**config.mk**
```make
export PLATFORM = sky130hd
export DESIGN_NAME = fir_mac_sequencer
export DESIGN_NICKNAME = d
export VERILOG_FILES = /design/src/rtl/fir_mac_sequencer.sv
export SDC_FILE = /design/constraint.sdc
export NUM_CORES = 1
export LEC_CHECK = 0
export BUFFER_PORTS_ARGS = -buffer_cell sky130_fd_sc_hd__buf_2
export CAP_MARGIN = 10
export CORE_ASPECT_RATIO = 0.7
export CORE_UTILIZATION = 50
export CTS_BUF_LIST = sky130_fd_sc_hd__clkbuf_4
export CTS_CLUSTER_SIZE = 14
export DETAILED_ROUTE_END_ITERATION = 16
export GPL_ROUTABILITY_DRIVEN = 1
export GPL_TIMING_DRIVEN = 0
export PLACE_DENSITY_LB_ADDON = 0.05
export RECOVER_POWER = 100
export REMOVE_ABC_BUFFERS = 1
export SETUP_SLACK_MARGIN = 0.05
export SKIP_CTS_REPAIR_TIMING = 1
export SLEW_MARGIN = 20
export SYNTH_ARGS = -nofsm -noshare
export SYNTH_HDL_FRONTEND = slang
export SYNTH_SLANG_ARGS = --single-unit
export TNS_END_PERCENT = 30
```
**constraint.sdc**
```tcl
create_clock -name clk -period 17.4 [get_ports clk]
set_input_delay 2.61 -clock clk [delete_from_list [all_inputs] [get_ports clk]]
set_output_delay 2.61 -clock clk [all_outputs]
set_load 0.02 [all_outputs]
```
**src/rtl/fir_mac_sequencer.sv**
```systemverilog
// Time-multiplexed FIR controller: tap delay line, coefficient store and one MAC
// stepped over all taps for each accepted sample, with valid/ready on both sides.
module fir_mac_sequencer #(
    parameter int TAPS = 8,
    parameter int DW   = 8,
    parameter int CW   = 8,
    parameter int SW   = 3,
    parameter int AW   = 19
) (
    input  logic                 clk,
    input  logic                 rst,
    input  logic                 in_valid,
    input  logic signed [DW-1:0] in_data,
    output logic                 in_ready,
    output logic                 out_valid,
    output logic signed [AW-1:0] out_data,
    input  logic                 out_ready,
    input  logic                 coef_we,
    input  logic        [SW-1:0] coef_addr,
    input  logic signed [CW-1:0] coef_data,
    output logic                 coef_err,
    output logic        [SW-1:0] tap_sel,
    output logic                 busy
);

    // state | meaning
    // IDLE  | waiting for a sample, coefficient writes allowed
    // RUN   | one MAC step per edge over tap_sel 0..TAPS-1
    // DONE  | result held on out_data until the consumer takes it
    typedef enum logic [1:0] {IDLE, RUN, DONE} state_t;

    state_t state, state_next;

    logic signed [DW-1:0]    taps [TAPS];
    logic signed [CW-1:0]    coef [TAPS];
    logic signed [AW-1:0]    acc;
    logic signed [DW+CW-1:0] prod;
    logic signed [AW-1:0]    acc_sum;
    logic                    accept;
    logic                    last_step;

    assign prod      = taps[tap_sel] * coef[tap_sel];
    assign acc_sum   = acc + {{(AW-DW-CW){prod[DW+CW-1]}}, prod};
    assign last_step = (tap_sel == SW'(TAPS-1));
    assign accept    = in_valid && in_ready;

    always_ff @(posedge clk or posedge rst) begin
        if (rst) begin
            state <= IDLE;
        end else begin
            state <= state_next;
        end
    end

    always_comb begin
        state_next = state;
        in_ready   = 1'b0;
        busy       = 1'b0;
        out_valid  = 1'b0;
        case (state)
            IDLE: begin
                in_ready = !rst;
                if (in_valid && !rst) state_next = RUN;
            end
            RUN: begin
                busy = 1'b1;
                if (last_step) state_next = DONE;
            end
            DONE: begin
                out_valid = 1'b1;
                if (out_ready) state_next = IDLE;
            end
            default: state_next = IDLE;
        endcase
    end

    always_ff @(posedge clk or posedge rst) begin
        if (rst) begin
            for (int k = 0; k < TAPS; k++) begin
                taps[k] <= '0;
                coef[k] <= (k % 2 == 0) ? CW'(1) : CW'(0);
            end
            acc      <= '0;
            tap_sel  <= '0;
            out_data <= '0;
            coef_err <= 1'b0;
        end else begin
            coef_err <= 1'b0;
            // The MAC reads coef combinationally, so writes are refused while it runs.
            if (coef_we) begin
                if (state == RUN) coef_err <= 1'b1;
                else coef[coef_addr] <= coef_data;
            end
            case (state)
                IDLE: begin
                    if (accept) begin
                        taps[0] <= in_data;
                        for (int k = 1; k < TAPS; k++) taps[k] <= taps[k-1];
                        acc     <= '0;
                        tap_sel <= '0;
                    end
                end
                RUN: begin
                    acc     <= acc_sum;
                    tap_sel <= tap_sel + SW'(1);
                    if (last_step) out_data <= acc_sum;
                end
                default: ;
            endcase
        end
    end

endmodule

```
==> impl_metrics.py, run 1 <==
metrics = {
    "timing": {
        "fin_skew_ns": 0.02541,
        "tightest_slew_ns": 6.020,
        "worst_hold_slack_ns": 0.4963,
        "hold_viol": 0,
        "achievable-frequency_mhz": 95.83,
        "rsz0062_at_grt": "no",
        "timing.setup.tns_ns": 0,
        "finalSetupViolations": 0,
        "final-max-slew-violation-count": 210,
        "finalCritPeriodShare_pct": 59.97,
        "period_needed_ns": 10.44,
        "maxSlewHeadroom_pct": -301.3,
    },
    "drt": {
        "dr.first_iter.drc_count": 347,
        "drtPass1Iterations": 5,
        "wl_per_cell_um": 17.39,
        "dr_wl_met2_um": 9772,
        "via_per_inst": 5.475,
        "highest_layer": "met4",
        "wl_um": 21550,
        "vias": 6783,
        "m1WireLength_um": 10750,
        "routed-wl-met3_um": 714,
        "ant_nets": 0,
        "drc_errors": 0,
    },
    "cells_and_area": {
        "nNetsFinal": 1079,
        "syn2layout_area_growth_pct": 7.453,
        "fin_cells": 1239,
        "stdcell_area_mm2": 0.01151,
        "drive_gt1_share_pct": 25.57,
    },
    "synth": {
        "syn_inst": 896,
        "async_flop_share_pct": 100.0,
        "synth_top_cell_area_share_pct": 39.25,
        "synth_area_leader_cell": "dfrtp_1",
        "synth.avg_cell_area_um2": 11.95,
        "ys.flop_type": "dfrtp_1",
        "syn-cell-area_mm2": 0.01071,
        "synth_cell_types": 56,
        "synth_commonest_cells": "dfrtp_1, mux2_2, inv_1",
        "synth-edff-count": 0,
        "synth_most_common_cell": "dfrtp_1",
        "ys_ff_latch": 172,
        "yosysWarnings": 0,
        "yosysSeqAreaShare_pct": 40.23,
        "synth.area.top_cells": "dfrtp_1, mux2_2, fa_1",
    },
    "hold_path": {
        "hold_path.class": "flop to flop",
    },
    "placed_design": {
        "dp_cells": 1206,
        "post-dp-hpwl_um": 15820,
        "port_buffers": 49,
        "gp_congestion": 0.8408,
        "place_area_mm2": 0.01136,
    },
    "global_route": {
        "grt_overflow": 0,
        "grt_util_all_layers_pct": 21.33,
        "grt_max_degree": 117,
        "first_global_vias": 7086,
        "grt_pass1_wl_um": 36530,
        "grt_antenna_before_repair": 1,
    },
    "critical_path": {
        "crit_type": "flop to flop",
        "start_kind": "flop",
        "worstSetupEndpointType": "flop",
        "critPathRequiredTime_ns": 17.88,
        "crit_fanout": 34,
        "critPathArrivalTime_ns": 10.91,
    },
    "cts": {
        "cts_tree": "yes",
        "clkTransAtPathRegs_ns": 0.16,
        "cts_sinks": 172,
        "cts_root_buf": "clkbuf_4",
        "cts_max_level": 4,
        "cts_buffer_depth": 2,
        "worstSkewPairLatency_ns": 0.59,
        "cts_buffers": 17,
    },
    "die": {
        "coreArea_mm2": 0.02087,
        "row_count": 44,
        "io_pins": 50,
        "die_h_um": 124.5,
        "dieArea_mm2": 0.02202,
        "die_w_um": 176.9,
        "start_util_pct": 51.33,
    },
    "status": {
        "violations": "max-capacitance violations, max-slew violations",
        "status": "finished with violations",
    },
    "job": {
        "maxCapViolations": 3,
    },
}
sequential cells by signal (all words and copies together), names as in the netlist:
register  count
taps         64
tap_sel       3
acc          19
state         2
coef_err      1
out_data     19
coef         64
worst max-delay path: stages (launching register included):
cell and delay [ns]:
dfrtp_4 0.45, clkbuf_1 2.16, mux4_2 0.71, mux2i_1 0.72
or2_2 0.31, inv_1 0.07, fa_1 0.57, inv_1 0.15
fa_1 0.55, inv_1 0.06, fa_1 0.54, inv_1 0.06
fa_1 0.54, inv_1 0.05, ha_1 0.33, nand2_1 0.07
o31ai_1 0.61, o31ai_4 0.09, xnor2_1 0.52, ha_1 0.35
nand2_1 0.09, and3b_1 0.17, a211oi_1 0.31, a21oi_1 0.14
xnor2_1 0.30, xnor2_1 0.10, mux2_2 0.26
path summary, 6_finish.rpt:
check,start,to,slack [ns],cells after the start
max reg2reg,tap_sel[0],out_data[18],6.96,26
max in group asynchronous,rst,coef[39],8.01,3
min in group asynchronous,rst,state[1],2.77,2
min,out_data[15],out_data[15],0.50,2
max,tap_sel[0],out_data[18],6.96,26
min reg2reg,out_data[15],out_data[15],0.50,2
cells by family after synthesis:
family                     after synthesis  share of synthesized area (%)
AOI/OAI and AO/OA                       98                          6.203
xor gates and xnor gates                31                          2.675
adders and majority gates              106                          16.31
buffers and inverters                  124                          4.509
DFF                                    172                          40.23
muxes                                  180                          22.09
and+or+nand+nor                        185                          7.979
layer usage:
layer,up-vias,GRT usage [%]
li1,3184,-
met1,3475,31.59
met2,104,32.32
met3,20,3.632
met4,0,5.832
met5,-,0
final cells by class:
type,count,area (um^2)
inverters,94,354.1
flip-flops and latches,172,4313
multi-input cells,600,5881
repair buffers,64,305.3
fillers,1791,9356
clock buffers,17,127.6
diodes,1,2.502
clock inverters,15,180.2
well taps,276,345.3
through the flow:
| step | setup WS [ns] | util, % |
|---|---|---|
| after floorplan | 5.573 | - |
| after global placement | 1.959 | 53.54 |
| after detailed placement | 9.481 | 54.43 |
| after CTS | 9.421 | 55.90 |
| after global routing | 5.913 | 55.16 |
| final | 6.964 | 55.16 |
placed cells by master, fill, tap and decap left out, types with 4 or more instances in the layout:
cell | Yosys | routed
nor3_1 | 6 | 6
clkinv_8 | 0 | 4
nand2b_1 | 13 | 12
nor3b_1 | 4 | 4
a21o_1 | 7 | 7
xnor2_1 | 15 | 17
clkbuf_4 | 0 | 17
nand2_1 | 58 | 57
buf_2 | 8 | 23
o21ai_0 | 32 | 33
inv_6 | 0 | 4
nor2b_1 | 9 | 9
fa_1 | 56 | 56
inv_1 | 93 | 92
a21oi_1 | 13 | 14
o22ai_1 | 14 | 14
mux4_2 | 32 | 32
nor2_1 | 63 | 63
o21a_1 | 6 | 6
mux2_2 | 131 | 131
dfrtp_1 | 168 | 167
a211oi_1 | 3 | 4
mux2i_1 | 17 | 17
ha_1 | 50 | 50
clkbuf_1 | 19 | 38
dfstp_2 | 4 | 4
nand3_1 | 8 | 8
xor2_1 | 14 | 14
or2_2 | 12 | 12
Power of run 1 is not shown: default switching activity piles up to over one toggle a cycle in this logic, so the estimate is an artifact.
==> run 2, diff against run 1 <==
==> constraint.sdc (replaced) <==
create_clock -name clk -period 10.4 [get_ports clk]
set_input_delay 1.56 -clock clk [delete_from_list [all_inputs] [get_ports clk]]
set_output_delay 1.56 -clock clk [all_outputs]
set_load 0.02 [all_outputs]
==> run 2 against run 1 <==
The run still ends with max-capacitance violations, max-slew violations left. Count of clock-buffer cells in the layout unchanged. Flip-flop and latch count stayed put. Hold slack about the same. Worst setup slack got worse by 5.0 ns. Die area unchanged. Non-clock buffer count unchanged. First-iteration DRC count is 4.9% lower. Clock skew hardly changed.
==> impl_metrics.py, run 2 (synthesis gave the netlist of run 1 again) <==
metrics = {
    "drt": {
        "dr.first_iter.drc_count": 330,
        "vias": 6784,
        "drc_errors": 0,
        "drtPass1Iterations": 4,
        "wl_per_cell_um": 17.35,
        "wl_um": 21500,
        "ant_nets": 0,
        "via_per_inst": 5.475,
    },
    "timing": {
        "maxSlewHeadroom_pct": -82.74,
        "tightest_slew_ns": 2.726,
        "fin_skew_ns": 0.02578,
        "finalSetupViolations": 0,
        "achievable-frequency_mhz": 118.9,
        "hold_viol": 0,
        "final-max-slew-violation-count": 57,
        "period_needed_ns": 8.414,
        "finalCritPeriodShare_pct": 80.90,
        "rsz0062_at_grt": "no",
    },
    "hold_path": {
        "hold_path.class": "flop to flop",
    },
    "status": {
        "violations": "max-capacitance violations, max-slew violations",
        "status": "finished with violations",
    },
    "global_route": {
        "grt_max_degree": 117,
        "grt_util_all_layers_pct": 21.33,
        "first_global_vias": 7086,
        "grt_antenna_before_repair": 1,
        "grt_overflow": 0,
        "grt_pass1_wl_um": 36530,
    },
    "cells_and_area": {
        "mostFrequentLayoutCell": "dfrtp_1",
        "num-fill-cells": 1787,
        "top_regs": "coef: 64 flops, taps: 64 flops",
        "nNetsFinal": 1079,
        "syn2layout_area_growth_pct": 7.851,
        "stdcell_area_mm2": 0.01155,
        "fin_cells": 1239,
        "drive_gt1_share_pct": 25.57,
        "mostFrequentLayoutCells": "dfrtp_1, mux2_2, inv_1, nor2_1, nand2_1",
    },
    "placed_design": {
        "post-dp-hpwl_um": 15820,
        "dp_cells": 1206,
        "place_area_mm2": 0.01136,
        "port_buffers": 49,
        "gp_congestion": 0.8408,
    },
    "die": {
        "start_util_pct": 51.33,
        "die_h_um": 124.5,
        "die_w_um": 176.9,
        "row_count": 44,
        "coreArea_mm2": 0.02087,
        "dieArea_mm2": 0.02202,
        "io_pins": 50,
    },
    "critical_path": {
        "critPathRequiredTime_ns": 10.88,
        "crit_fanout": 19,
        "worstSetupEndpointType": "flop",
        "start_kind": "flop",
        "crit_type": "flop to flop",
        "critPathArrivalTime_ns": 8.89,
    },
    "cts": {
        "cts_tree": "yes",
        "cts_buffer_depth": 2,
        "clkTransAtPathRegs_ns": 0.16,
        "cts_max_level": 4,
        "cts_root_buf": "clkbuf_4",
        "cts_sinks": 172,
        "cts_buffers": 17,
        "worstSkewPairLatency_ns": 0.59,
    },
    "job": {
        "maxCapViolations": 1,
    },
}
[run 2: cell type report]
type	count	area (um^2)	area share [%]
Clock buffer	17	127.6	1.105
Clock inverter	15	180.2	1.560
Sequential cell	172	4313	37.34
Timing Repair Buffer	64	352.8	3.055
Multi-Input combinational cell	600	5876	50.87
Inverter	94	354.1	3.065
Tap cell	276	345.3	2.990
Antenna cell	1	2.502	0.02166
[run 2: critical path, stage by stage (launching register included)]
cell,delay (ns)
dfrtp_1,1.21
mux2i_1,0.85
or2_2,0.30
inv_1,0.07
fa_1,0.57
inv_1,0.15
fa_1,0.55
inv_1,0.06
fa_1,0.54
inv_1,0.06
fa_1,0.54
inv_1,0.04
ha_1,0.33
nand2_1,0.07
o31ai_1,0.61
o31ai_4,0.09
xnor2_1,0.52
ha_1,0.35
nand2_1,0.09
and3b_1,0.17
a211oi_1,0.31
a21oi_1,0.14
xnor2_1,0.30
xnor2_1,0.10
mux2_2,0.26
[run 2: per-stage QoR]
stage | util [%] | hold slack (ns) | setup TNS (ns) | setup slack [ns]
finish | 55.36 | 0.4963 | 0 | 1.986
global route | 55.36 | 0.5359 | 0 | 1.332
CTS | 55.90 | 0.5003 | 0 | 2.421
detailed placement | 54.43 | 0.4659 | 0 | 2.481
global placement | 53.54 | 0.4578 | -298.72 | -3.991
floorplan | - | 0.4600 | -26.15 | -0.3774
[run 2: final timing paths]
kind | start | end | slack, ns | cells past startpoint
hold / removal | out_data[15] | out_data[15] | 0.50 | 2
hold reg to reg | out_data[15] | out_data[15] | 0.50 | 2
setup reg to reg | tap_sel[2] | out_data[18] | 1.99 | 24
min in group asynchronous | rst | state[1] | 1.76 | 2
setup / recovery | tap_sel[2] | out_data[18] | 1.99 | 24
max in group asynchronous | rst | tap_sel[0] | 7.16 | 2
[run 2: layer usage]
layer	global-route usage, %	vias to the layer above	share of wire, %
met3	3.632	17	3.2
met5	0	-	0
met2	32.32	93	46
li1	-	3189	-
met1	31.59	3485	50
met4	5.832	0	1.3
Power of run 2 is left out for the same reason.
==> run 3, diff against run 2 <==
==> constraint.sdc (replaced) <==
create_clock -name clk -period 8.6 [get_ports clk]
set_input_delay 1.29 -clock clk [delete_from_list [all_inputs] [get_ports clk]]
set_output_delay 1.29 -clock clk [all_outputs]
set_load 0.02 [all_outputs]
==> run 3 against run 2 <==
The flow still finishes with violations (max-capacitance violations, max-slew violations). Via count is 0.50% lower. First-iteration DRC count rose by 2.4%. Hold slack hardly changed. Die area unchanged. Count of clock-buffer cells in the layout stayed put. Routed wire length hardly changed. Clock skew is 0.0012 ns higher. Worst setup slack got worse by 1.3 ns. Maximum frequency increased by 5.8%. Sequential share of layout area hardly changed. Critical endpoint unchanged.
==> impl_metrics.py, run 3 (synthesis gave the netlist of run 1 again) <==
metrics = {
    "critical_path": {
        "crit_top_cell": "inv_1",
        "critPathRequiredTime_ns": 9.07,
        "reg2reg_depth": 24,
        "rr_endpoint": "out_data[18]",
        "slowest_delay_ns": 1.21,
        "crit_family": "adder cells",
        "critPathArrivalTime_ns": 8.43,
        "worstSetupEndpointType": "flop",
        "crit_fanout": 19,
        "r2r_slack_ns": 0.65,
        "crit_path_cell_trace": "mux2i_1, or2_2, inv_1, fa_1, inv_1, fa_1, inv_1, fa_1, inv_1, fa_1, inv_1, ha_1, nand2_1, o31ai_2, o31ai_4, xnor2_2, ha_1, nand2_1, and3b_1, a211oi_2, a21oi_1, xnor2_2, xnor2_1, mux2_2",
        "crit_type": "flop to flop",
        "crit_slowest_cell": "dfrtp_1",
        "start_kind": "flop",
        "r2r-start": "tap_sel[2]",
        "path_buf_inv": 5,
    },
    "global_route": {
        "grt_overflow": 0,
        "grt_antenna_before_repair": 1,
        "first_global_vias": 7086,
        "grt_max_degree": 117,
        "grt_pass1_wl_um": 36530,
        "grt_util_all_layers_pct": 21.33,
    },
    "drt": {
        "wl_um": 21510,
        "vias": 6750,
        "via_per_inst": 5.448,
        "drc_errors": 0,
        "wl_per_cell_um": 17.36,
        "ant_nets": 0,
        "drtPass1Iterations": 5,
        "dr.first_iter.drc_count": 338,
    },
    "placed_design": {
        "place_area_mm2": 0.01136,
        "post-dp-hpwl_um": 15820,
        "gp_congestion": 0.8408,
        "port_buffers": 49,
    },
    "cells_and_area": {
        "mostFrequentLayoutCell": "dfrtp_1",
        "syn2layout_area_growth_pct": 7.769,
        "fin_util_pct": 55.32,
        "top_regs": "coef: 64 flops, taps: 64 flops",
        "mostFrequentLayoutCells": "dfrtp_1, mux2_2, inv_1, nor2_1, nand2_1",
        "drive_gt1_share_pct": 26.09,
        "stdcell_area_mm2": 0.01154,
        "num-fill-cells": 1785,
        "nNetsFinal": 1079,
    },
    "die": {
        "io_pins": 50,
        "coreArea_mm2": 0.02087,
        "start_util_pct": 51.33,
        "row_count": 44,
        "die_w_um": 176.9,
        "dieArea_mm2": 0.02202,
        "die_h_um": 124.5,
    },
    "cts": {
        "cts_buffer_depth": 2,
        "cts_max_level": 4,
        "cts_buffers": 17,
        "clkTransAtPathRegs_ns": 0.16,
        "worstSkewPairLatency_ns": 0.59,
        "cts_tree": "yes",
        "cts_root_buf": "clkbuf_4",
        "cts_sinks": 172,
    },
    "job": {
        "maxCapViolations": 3,
    },
    "hold_path": {
        "hold_path.class": "flop to flop",
        "min_path_cells": 2,
        "min_to": "out_data[15]",
        "hold_start": "out_data[15]",
    },
    "timing": {
        "rsz0062_at_grt": "no",
        "maxSlewHeadroom_pct": -89.75,
        "fin_skew_ns": 0.02694,
        "period_needed_ns": 7.954,
        "final-max-slew-violation-count": 213,
        "finalSetupViolations": 0,
        "achievable-frequency_mhz": 125.7,
        "finalCritPeriodShare_pct": 92.48,
        "hold_viol": 0,
        "tightest_slew_ns": 2.846,
    },
    "status": {
        "violations": "max-capacitance violations, max-slew violations",
        "status": "finished with violations",
    },
}
-- run 3: cell types whose count changed in the layout (fill, tap and decap cells not counted), sizes merged --
cell	previous run	this run
buf	28	27
clkbuf	53	54
-- run 3: worst max-delay path by stage --
stage	cells past startpoint	start	to	slack, ns
global route	24	tap_sel[2]	out_data[18]	0.08
CTS	27	tap_sel[0]	out_data[18]	0.62
floorplan	2	rst	taps[0]	-1.91
detailed placement	27	tap_sel[0]	out_data[18]	0.68
finish	24	tap_sel[2]	out_data[18]	0.65
global placement	5	in_valid	tap_sel[0]	-5.52
-- run 3: tightest hold or removal path, delay by kind of cell (launching register included) --
| family | cells | cell delay (ns) |
|---|---|---|
| AOI/OAI and AO/OA | 1 | 0.06 |
| DFF | 1 | 0.37 |
| and+or+nand+nor | 1 | 0.05 |
-- run 3: per-stage QoR --
| step | worst slack [ns] | instances | hold WS (ns) | TNS [ns] |
|---|---|---|---|---|
| final | 0.6463 | 1239 | 0.4964 | 0 |
| after global placement | -5.521 | 1191 | 0.4578 | -431.92 |
| after global routing | 0.07720 | 1239 | 0.5359 | 0 |
| after detailed placement | 0.6815 | 1206 | 0.4659 | 0 |
| after floorplan | -1.907 | 866 | 0.4600 | -154.41 |
| after CTS | 0.6206 | 1238 | 0.5003 | 0 |
-- run 3: layer usage --
metal  wire length [um]  up-vias  global-route usage [%]
li1                   -     3186                       -
met1              10690     3442                   31.59
met2               9807      104                   32.32
met3                718       18                   3.632
met4                294        0                   5.832
met5                  0        -                       0
-- run 3: final cells by class --
cell class	instances	area (um^2)	share of cell area [%]
tap	276	345.3	2.992
inverter	94	354.1	3.068
timing repair buffer	64	315.3	2.732
multi-input combinational	600	5904	51.15
clock inverter	15	180.2	1.561
clock buffer	17	127.6	1.106
antenna	1	2.502	0.02168
sequential	172	4313	37.37
Power of run 3 is left out for the same reason.
